`config.mk`:
```
export PLATFORM = sky130hd
export DESIGN_NAME = sc_player1_move_controller
export DESIGN_NICKNAME = d
export VERILOG_FILES = /design/src/rtl/sc_game_defines_pkg.sv /design/src/rtl/sc_repeat_timer.sv /design/src/rtl/sc_player1_move_controller.sv
export SDC_FILE = /design/constraint.sdc
export NUM_CORES = 1
export LEC_CHECK = 0
export BUFFER_PORTS_ARGS = -buffer_cell sky130_fd_sc_hd__clkbuf_2
export CAP_MARGIN = 15
export CORE_AREA = 2 2 77 49
export DETAILED_ROUTE_END_ITERATION = 10
export DIE_AREA = 0 0 79 51
export GPL_TIMING_DRIVEN = 0
export PLACE_DENSITY_LB_ADDON = 0.25
export SLEW_MARGIN = 15
export SYNTH_ARGS = -nofsm -noshare
export SYNTH_HDL_FRONTEND = slang
export SYNTH_HIERARCHICAL = 1
export SYNTH_SLANG_ARGS = --single-unit
```
`constraint.sdc`:
```
create_clock -name SC_PLAYER1MOVECTRL_CLOCK_50 -period 2.7 [get_ports SC_PLAYER1MOVECTRL_CLOCK_50]
set_input_delay 0.81 -clock SC_PLAYER1MOVECTRL_CLOCK_50 [delete_from_list [all_inputs] [get_ports SC_PLAYER1MOVECTRL_CLOCK_50]]
set_output_delay 0.81 -clock SC_PLAYER1MOVECTRL_CLOCK_50 [all_outputs]
set_load 0.01 [all_outputs]
```
`src/rtl/sc_game_defines_pkg.sv`:
```
// Shared encodings for the LED-matrix game:
// register commands, controller states, directions.
package sc_game_defines_pkg;

  localparam logic [1:0] SEL_HOLD  = 2'b00;
  localparam logic [1:0] SEL_LEFT  = 2'b01;
  localparam logic [1:0] SEL_RIGHT = 2'b10;
  localparam logic [1:0] SEL_LOAD  = 2'b11;

  typedef enum logic [1:0] {
    ST_INIT = 2'b00,
    ST_IDLE = 2'b01,
    ST_MOVE = 2'b10,
    ST_HOLD = 2'b11
  } state_e;

  typedef enum logic [1:0] {
    DIR_NONE  = 2'b00,
    DIR_LEFT  = 2'b01,
    DIR_RIGHT = 2'b10
  } dir_e;

  function automatic logic [1:0] dirToSel(dir_e d);
    logic [1:0] s;
    s = SEL_HOLD;
    if (d == DIR_LEFT)  s = SEL_LEFT;
    if (d == DIR_RIGHT) s = SEL_RIGHT;
    return s;
  endfunction

endpackage

```
`src/rtl/sc_repeat_timer.sv`:
```
// Auto-repeat counter; terminal flags the last cycle
// of a period and the count clears itself there.
module sc_repeat_timer #(
  parameter int WIDTH = 24,
  parameter int TICKS = 12500000
) (
  input  logic clk,
  input  logic rst,
  input  logic clr,
  input  logic en,
  output logic terminal
);

  localparam logic [WIDTH-1:0] LAST = WIDTH'(TICKS - 1);

  logic [WIDTH-1:0] count;

  assign terminal = (count == LAST);

  always_ff @(posedge clk) begin
    if (rst || clr) begin
      count <= '0;
    end else if (en) begin
      count <= terminal ? '0 : count + WIDTH'(1);
    end
  end

endmodule

```
`src/rtl/sc_player1_move_controller.sv`:
```
// Player-1 move sequencer: wall blocking, auto-repeat
// and start-pattern reload for the shift register.
module sc_player1_move_controller
  import sc_game_defines_pkg::*;
#(
  parameter int REPEAT_WIDTH = 24,
  parameter int REPEAT_TICKS = 12500000
) (
  input  logic       SC_PLAYER1MOVECTRL_CLOCK_50,
  input  logic       SC_PLAYER1MOVECTRL_RESET_InHigh,
  input  logic       SC_PLAYER1MOVECTRL_restart_In,
  input  logic       SC_PLAYER1MOVECTRL_left_InLow,
  input  logic       SC_PLAYER1MOVECTRL_right_InLow,
  input  logic       SC_PLAYER1MOVECTRL_leftfree_In,
  input  logic       SC_PLAYER1MOVECTRL_rightfree_In,
  output logic [1:0] SC_PLAYER1MOVECTRL_shiftsel_Out,
  output logic       SC_PLAYER1MOVECTRL_blocked_Out
);

  logic clk;
  logic rst;
  logic pressL;
  logic pressR;
  logic freeL;
  logic freeR;

  assign clk    = SC_PLAYER1MOVECTRL_CLOCK_50;
  assign rst    = SC_PLAYER1MOVECTRL_RESET_InHigh;
  assign pressL = ~SC_PLAYER1MOVECTRL_left_InLow;
  assign pressR = ~SC_PLAYER1MOVECTRL_right_InLow;
  assign freeL  = SC_PLAYER1MOVECTRL_leftfree_In;
  assign freeR  = SC_PLAYER1MOVECTRL_rightfree_In;

  state_e     state, stateNext;
  dir_e       dir, dirNext;
  logic [1:0] sel, selNext;
  logic       blocked, blockedNext;
  logic       tmrClr, tmrEn, terminal;
  logic       dirHeld, dirFree;

  sc_repeat_timer #(
    .WIDTH (REPEAT_WIDTH),
    .TICKS (REPEAT_TICKS)
  ) uTimer (
    .clk      (clk),
    .rst      (rst),
    .clr      (tmrClr),
    .en       (tmrEn),
    .terminal (terminal)
  );

  assign dirHeld = (dir == DIR_LEFT) ? pressL : pressR;
  assign dirFree = (dir == DIR_LEFT) ? freeL : freeR;

  always_ff @(posedge clk) begin
    if (rst) begin
      state   <= ST_INIT;
      dir     <= DIR_NONE;
      sel     <= SEL_HOLD;
      blocked <= 1'b0;
    end else begin
      state   <= stateNext;
      dir     <= dirNext;
      sel     <= selNext;
      blocked <= blockedNext;
    end
  end

  always_comb begin
    stateNext   = state;
    dirNext     = dir;
    selNext     = SEL_HOLD;
    blockedNext = blocked;
    tmrClr      = 1'b0;
    tmrEn       = 1'b0;
    if (SC_PLAYER1MOVECTRL_restart_In) begin
      stateNext   = ST_INIT;
      dirNext     = DIR_NONE;
      blockedNext = 1'b0;
      tmrClr      = 1'b1;
    end else begin
      case (state)
        ST_INIT: begin
          stateNext   = ST_IDLE;
          selNext     = SEL_LOAD;
          dirNext     = DIR_NONE;
          blockedNext = 1'b0;
          tmrClr      = 1'b1;
        end
        ST_IDLE: begin
          tmrClr = 1'b1;
          // exactly one button: both or none means no move
          if (pressL ^ pressR) begin
            dirNext = pressL ? DIR_LEFT : DIR_RIGHT;
            if (pressL ? freeL : freeR) begin
              stateNext   = ST_MOVE;
              selNext     = pressL ? SEL_LEFT : SEL_RIGHT;
              blockedNext = 1'b0;
            end else begin
              stateNext   = ST_HOLD;
              blockedNext = 1'b1;
            end
          end
        end
        ST_MOVE: begin
          stateNext = ST_HOLD;
          tmrClr    = 1'b1;
        end
        ST_HOLD: begin
          if (!dirHeld) begin
            stateNext   = ST_IDLE;
            dirNext     = DIR_NONE;
            blockedNext = 1'b0;
            tmrClr      = 1'b1;
          end else begin
            tmrEn = 1'b1;
            if (terminal) begin
              if (dirFree) begin
                stateNext   = ST_MOVE;
                selNext     = dirToSel(dir);
                blockedNext = 1'b0;
              end else begin
                blockedNext = 1'b1;
              end
            end
          end
        end
        default: begin
          stateNext   = ST_INIT;
          dirNext     = DIR_NONE;
          blockedNext = 1'b0;
          tmrClr      = 1'b1;
        end
      endcase
    end
  end

  assign SC_PLAYER1MOVECTRL_shiftsel_Out = sel;
  assign SC_PLAYER1MOVECTRL_blocked_Out  = blocked;

endmodule
```
### Yosys cells after proc, flatten, opt, wreduce, memory -nomap -nowiden

Cells that the tools add are included.

| storage, ports and cells | value |
|---|---|
| bits in registers | 31 |
| bits of input ports | 7 |
| logic and storage cells | 61 |

| operators by class | value |
|---|---|
| add/subtract/negate cells | 1 |
| eq/ne operators | 10 |
| mux-type cells | 34 |
| bitwise logic cells | 3 |
| reductions and logical operators | 8 |

Operators with widths:

| kind | count |
|---|---|
| $mux 2 | 13 |
| $add 24x1->24 const B | 1 |
| $eq 24x24->1 const B | 1 |
| $mux 24 | 1 |
| $mux 1 | 15 |
| $pmux 2 s3 | 2 |
| $reduce_and 3->1 | 3 |
| $pmux 2 s4 | 1 |
| $eq 2x2->1 const B | 3 |
| $eq 2x1->1 const B | 2 |
| $ne 2x2->1 const B | 2 |
| $ne 3x2->1 const B | 1 |
| $ne 3x3->1 const B | 1 |
| $pmux 1 s3 | 1 |
| $reduce_bool 3->1 | 1 |
| $reduce_or 3->1 | 1 |
| $logic_not 2->1 | 1 |
| $not 1->1 | 2 |
| $pmux 1 s2 | 1 |
| $reduce_or 2->1 | 1 |
| $logic_or 1x1->1 | 1 |
| $xor 1x1->1 | 1 |

### Longest topological paths before layout

| depth | value |
|---|---|
| depth after elaboration | 7 |
| mapped depth | 10 |
| depth with buffers taken out | 8 |

### Cells and area by module

The synthesis kept the hierarchy.

Modules (own cells, without submodules):

| module | instances | cells each | area an instance (µm²) | seq. area each (µm²) |
|---|---|---|---|---|
| sc_repeat_timer | 1 | 144 | 1218.7 | 480.5 |
| sc_player1_move_controller | 1 | 64 | 521.8 | 140.1 |

### Least setup slack after synthesis

No wires, ideal clock.

| timing path | value |
|---|---|
| kind | input port to flip-flop |
| from | in SC_PLAYER1MOVECTRL_right_InLow |
| to | reg uTimer.count[22] |
| library setup time | 0.070 ns |
| data arrival time | 2.712 ns |
| path slack | -0.082 ns |
| cell stages on the path | 9 |
| cells stage by stage | clkbuf_2 inv_1 o21ai_1 nor3_1 and4_1 clkbuf_1 nand4_1 or4_1 a21oi_1 |

RTL lines:

| what | line | RTL |
|---|---|---|
| start: declaration | sc_player1_move_controller.sv:13 | `input logic SC_PLAYER1MOVECTRL_right_InLow,` |
| $not 1->1 | sc_player1_move_controller.sv:30 | `assign pressR = ~SC_PLAYER1MOVECTRL_right_InLow;` |
| $mux 1 | sc_player1_move_controller.sv:52 | `assign dirHeld = (dir == DIR_LEFT) ? pressL : pressR;` |
| $mux 1 | sc_player1_move_controller.sv:110 | `if (!dirHeld) begin` |
| $mux 1 | sc_player1_move_controller.sv:82 | `case (state)` |
| $mux 1 | sc_player1_move_controller.sv:76 | `if (SC_PLAYER1MOVECTRL_restart_In) begin` |
| via tmrEn | sc_player1_move_controller.sv:38 | `logic tmrClr, tmrEn, terminal;` |
| end signal: assignment | sc_repeat_timer.sv:24 | `count <= terminal ? '0 : count + WIDTH'(1);` |
| end: declaration | sc_repeat_timer.sv:16 | `logic [WIDTH-1:0] count;` |

The timed path passes the listed nets, and every way through them passes these cells.
A chain may end at the register's enable or synchronous reset.

### Worst setup path in the final report

| timing path | value |
|---|---|
| from | in SC_PLAYER1MOVECTRL_right_InLow |
| to | reg uTimer.count[21] |

The elaborated chain is that of the path after synthesis.

==> impl_metrics.csv <==
group,metric,value,unit
outcome,outcome,"completed",
setup_path,required,2920,ps
timing,drv_slew,0,
pwr,power.share.clock,48.0,%
pwr,vdd_drop_max,333,uV
placed_design,pre_cts_slack,-400,ps
clocking,clkSinkCount,31,
setup_path,worst_r2r_startpoint,"dir[1]",
setup_path,start_kind,"input port",
min_path,worstHoldStart,"uTimer/count[21]",
setup_path,timing.critical_path.slowest_stage_cell,"or4_1",
setup_path,crit_path_cell_trace,"clkbuf_2 > inv_2 > o21ai_1 > nor3_2 > nand4_1 > or3_4 > or4_1 > a21oi_1",
timing,timing_worst_slew_pin_value,451,ps
setup_path,end_kind,"flop",
setup_path,reg2reg_slack,230,ps
timing,max_clock_freq,0.391,GHz
timing,finalHoldViolations,0,
setup_path,cp_num_buf_inv,2,
yosys,synth_edf_count,0,
pwr,p_sw_share,20.5,%
timing,setup-violations-final,0,
drt,drt_pass1_iterations,4,
drt,routedWlPerCell,14.3,um
grt,use_met1,33.0,%
min_path,timing.hold.worst.class,"reg -> reg",
yosys,post_synth.cell_area_avg,8.37,um2
min_path,min_delay_path_depth,2,
grt,antenna_found_initial,0,
drt,vias,1538,
grt,groute.layer.met2.usage,25.7,%
grt,grt_pass1_vias,1319,
yosys,synth.net_count,216,
finish,design.final.nets,231,
yosys,synth_simple_gate_area_share,31.3,%
finish,flow.area_growth_from_synthesis,13.4,%
grt,grt-ovfl-total,0,
grt,grt_first_pass_wirelength,6370,um
placed_design,port_buffers,7,
clocking,path_clk_slew,70,ps
grt,top_usage_layer,"met1",
yosys,yosys_warnings,6,
yosys,number_of_library_cell_types_mapped_by_synthesis,54,
yosys,synth.mux.area_fraction,1.22,%
pwr,combPwrFrac,4.6,%
placed_design,gpl.final_weighted_congestion,0.802,
setup_path,worst-path-max-fanout,10,
timing,final.setup_skew,9.52,ps
yosys,post_synth_xor_area_fraction,5.03,%
drt,detailedRoute.firstIterationViolations,109,
yosys,post_synth_fa_ha_maj_area_fraction,1.29,%
die,fp.coreArea,3450,um2
yosys,synth_area,1740,um2
setup_path,timing.rr.end,"uTimer/count[21]",
drt,drt-vias-per-instance,5.68,
pwr,power.density_cell_area,496,nW/um2
die,die_area,4030,um2
die,die_h,51,um
pwr,power.static_leakage,0.000590,uW
timing,max-slew-margin-rel,69.9,%
clocking,tritoncts.num_buffers,5,
clocking,htreeDepth,2,
die,pin_count,10,
run,cap_violations,0,
setup_path,worst-r2r-cell-count,7,
finish,post_route_cells_drive_above_1_share,17.4,%
min_path,worstHoldEndpoint,"uTimer/count[21]",
drt,drc_markers,0,
yosys,main_combinational_cell_family_by_area_after_synthesis,"simple AND/OR/NAND/NOR gates",
setup_path,type_of_the_worst_setup_path,"in -> reg",
drt,residual_antenna_violating_net_count_after_detailed_routing,0,
die,core.rowCount,17,
finish,final_core_util,57.3,%
pwr,net-switching-power,201,uW
finish,layout.cells.non_filler,271,
grt,grt_use_total,20.6,%
clocking,cts.path.max_buffers,2,
pwr,power.sequential.fraction,47.4,%
finish,antenna_cells_inserted,0,
setup_path,worst_path_largest_cell_delay,500,ps
yosys,seq_area_frac_synth,35.7,%
finish,n_fill_cell,334,
timing,layout_setup_ws,143,ps
pwr,intPower,778,uW
placed_design,dp.final_hpwl,2830,um
clocking,worst_skew_pair.late_latency,280,ps
clocking,clock-root-buffer,"clkbuf_8",
yosys,synth_compound_area_share,20.1,%
setup_path,timing.critical_path.arrival,2780,ps
grt,grt_max_degree,11,
yosys,synthCells,208,
yosys,yosys_register_bits,31,
grt,gr-usage-met3,5.48,%
clocking,clock_tree_from_tritoncts,"built",
yosys,dominantRegCellSynth,"dfxtp_1",
timing,layout_min_cycle_time,2560,ps
timing,min_period_over_period,94.7,%
drt,totalWireLength,3890,um
placed_design,placed_cells_incl_taps,262,
setup_path,worst_path_dominant_cell_family,"simple AND/OR/NAND/NOR gates",
die,die_width,79,um
yosys,async_flop_share,0,%
die,initial_utilization,50.5,%
## final cells by class
type | count | area [um2] | share of cell area, %
inverter | 7 | 26.3 | 1.33
buffer | 10 | 63.8 | 3.23
timing repair buffer | 9 | 50.0 | 2.53
sequential | 31 | 621 | 31.4
multi-input combinational | 159 | 1040 | 52.5
tap | 47 | 58.8 | 2.98
clock inverter | 2 | 35.0 | 1.77
clock buffer | 6 | 82.6 | 4.18
## per-stage QoR
stage	hold WS, ps	area [um2]	setup TNS [ps]	power (uW)
after floorplan	449	1750	0	505
after global placement	464	1840	-4150	519
after detailed placement	477	1840	-4260	518
after CTS	486	1960	0	992
after global routing	511	1970	-10.1	1020
final	484	1970	0	979
## how the worst max path moves through the flow
stage                                              start               end  slack (ps)  depth (start not counted)
after global placement    SC_PLAYER1MOVECTRL_right_InLow  uTimer/count[22]        -400                          9
final                     SC_PLAYER1MOVECTRL_right_InLow  uTimer/count[21]         140                          8
after detailed placement  SC_PLAYER1MOVECTRL_right_InLow  uTimer/count[22]        -400                          9
after CTS                 SC_PLAYER1MOVECTRL_right_InLow  uTimer/count[22]          50                         10
after floorplan           SC_PLAYER1MOVECTRL_right_InLow  uTimer/count[22]           2                          9
after global routing      SC_PLAYER1MOVECTRL_right_InLow  uTimer/count[19]         -10                          8
## tightest hold or removal path, delay by kind of cell (launching register included)
kind,cells,cell delay [ps]
AOI/OAI and AO/OA,2,120
DFF,1,320
## registers in the layout, indices dropped and copies added, names as in the netlist
name / flops
SC_PLAYER1MOVECTRL_shiftsel_Out: 2
dir: 2
uTimer/count: 24
SC_PLAYER1MOVECTRL_blocked_Out: 1
state: 2
## cell usage in the layout, fill, tap and decap left out, types with 7 or more instances in the layout
cell type | Yosys | layout
nor2_1 | 16 | 16
dfxtp_1 | 31 | 31
xor2_1 | 7 | 7
clkbuf_2 | 1 | 8
nand2_1 | 11 | 11
nand3_1 | 9 | 9
o21ai_0 | 9 | 9
a21oi_1 | 18 | 18
or3_1 | 8 | 7
nand4_1 | 9 | 9
## cell usage after synthesis (2+ instances only)
cell type,n,area share [%]
nor2_1,16,3.5
nand2b_1,6,2.2
dfxtp_1,31,36
buf_6,3,1.9
and4_1,3,1.5
inv_1,6,1.3
a21oi_1,18,5.2
nor3_1,3,0.86
o31ai_1,4,1.7
buf_2,2,0.58
nor2b_1,4,1.4
a31oi_1,3,1.1
or3b_2,2,1.0
xnor2_1,3,1.5
nand4_1,9,3.2
and3_1,3,1.1
xor2_1,7,3.5
o211ai_1,3,1.3
or2_2,2,0.72
o21ai_1,2,0.58
nand2_1,11,2.4
nand3_1,9,2.6
clkbuf_1,5,1.1
o21ai_0,9,2.6
or4_1,5,2.2
or3_1,8,2.9
nand3b_1,4,1.7
## cells by family after synthesis
logic type | Yosys count
multiplexers | 2
AO/OA/AOI/OAI | 52
AND/OR/NAND/NOR | 93
XOR/XNOR | 10
flip-flops | 31
buffers and inverters | 18
adder cells (fa/ha/maj) | 2
## metal layers
metal / up-vias / part of all wire, %
met4: 0 / 0.75
met1: 697 / 56
met3: 6 / 5.5
met5: - / 0
li1: 803 / -
met2: 32 / 38
## power by group through the flow
stage | sequential, uW | clock [uW] | combinational [uW]
global placement | 474 | 0 | 44.6
floorplan | 474 | 0 | 30.5
CTS | 464 | 484 | 44.7
finish | 464 | 470 | 45.4
detailed placement | 474 | 0 | 44.3
global route | 464 | 505 | 49.7
## repair_timing
item                       CTS  global route
hold buffers                 0             0
setup buffers                1             1
setup endpoints to repair    2            19
resized for setup            0             3
pin swaps                    1             2
gates cloned                 0             0
Note: power is estimated with default switching activity, not from simulation.
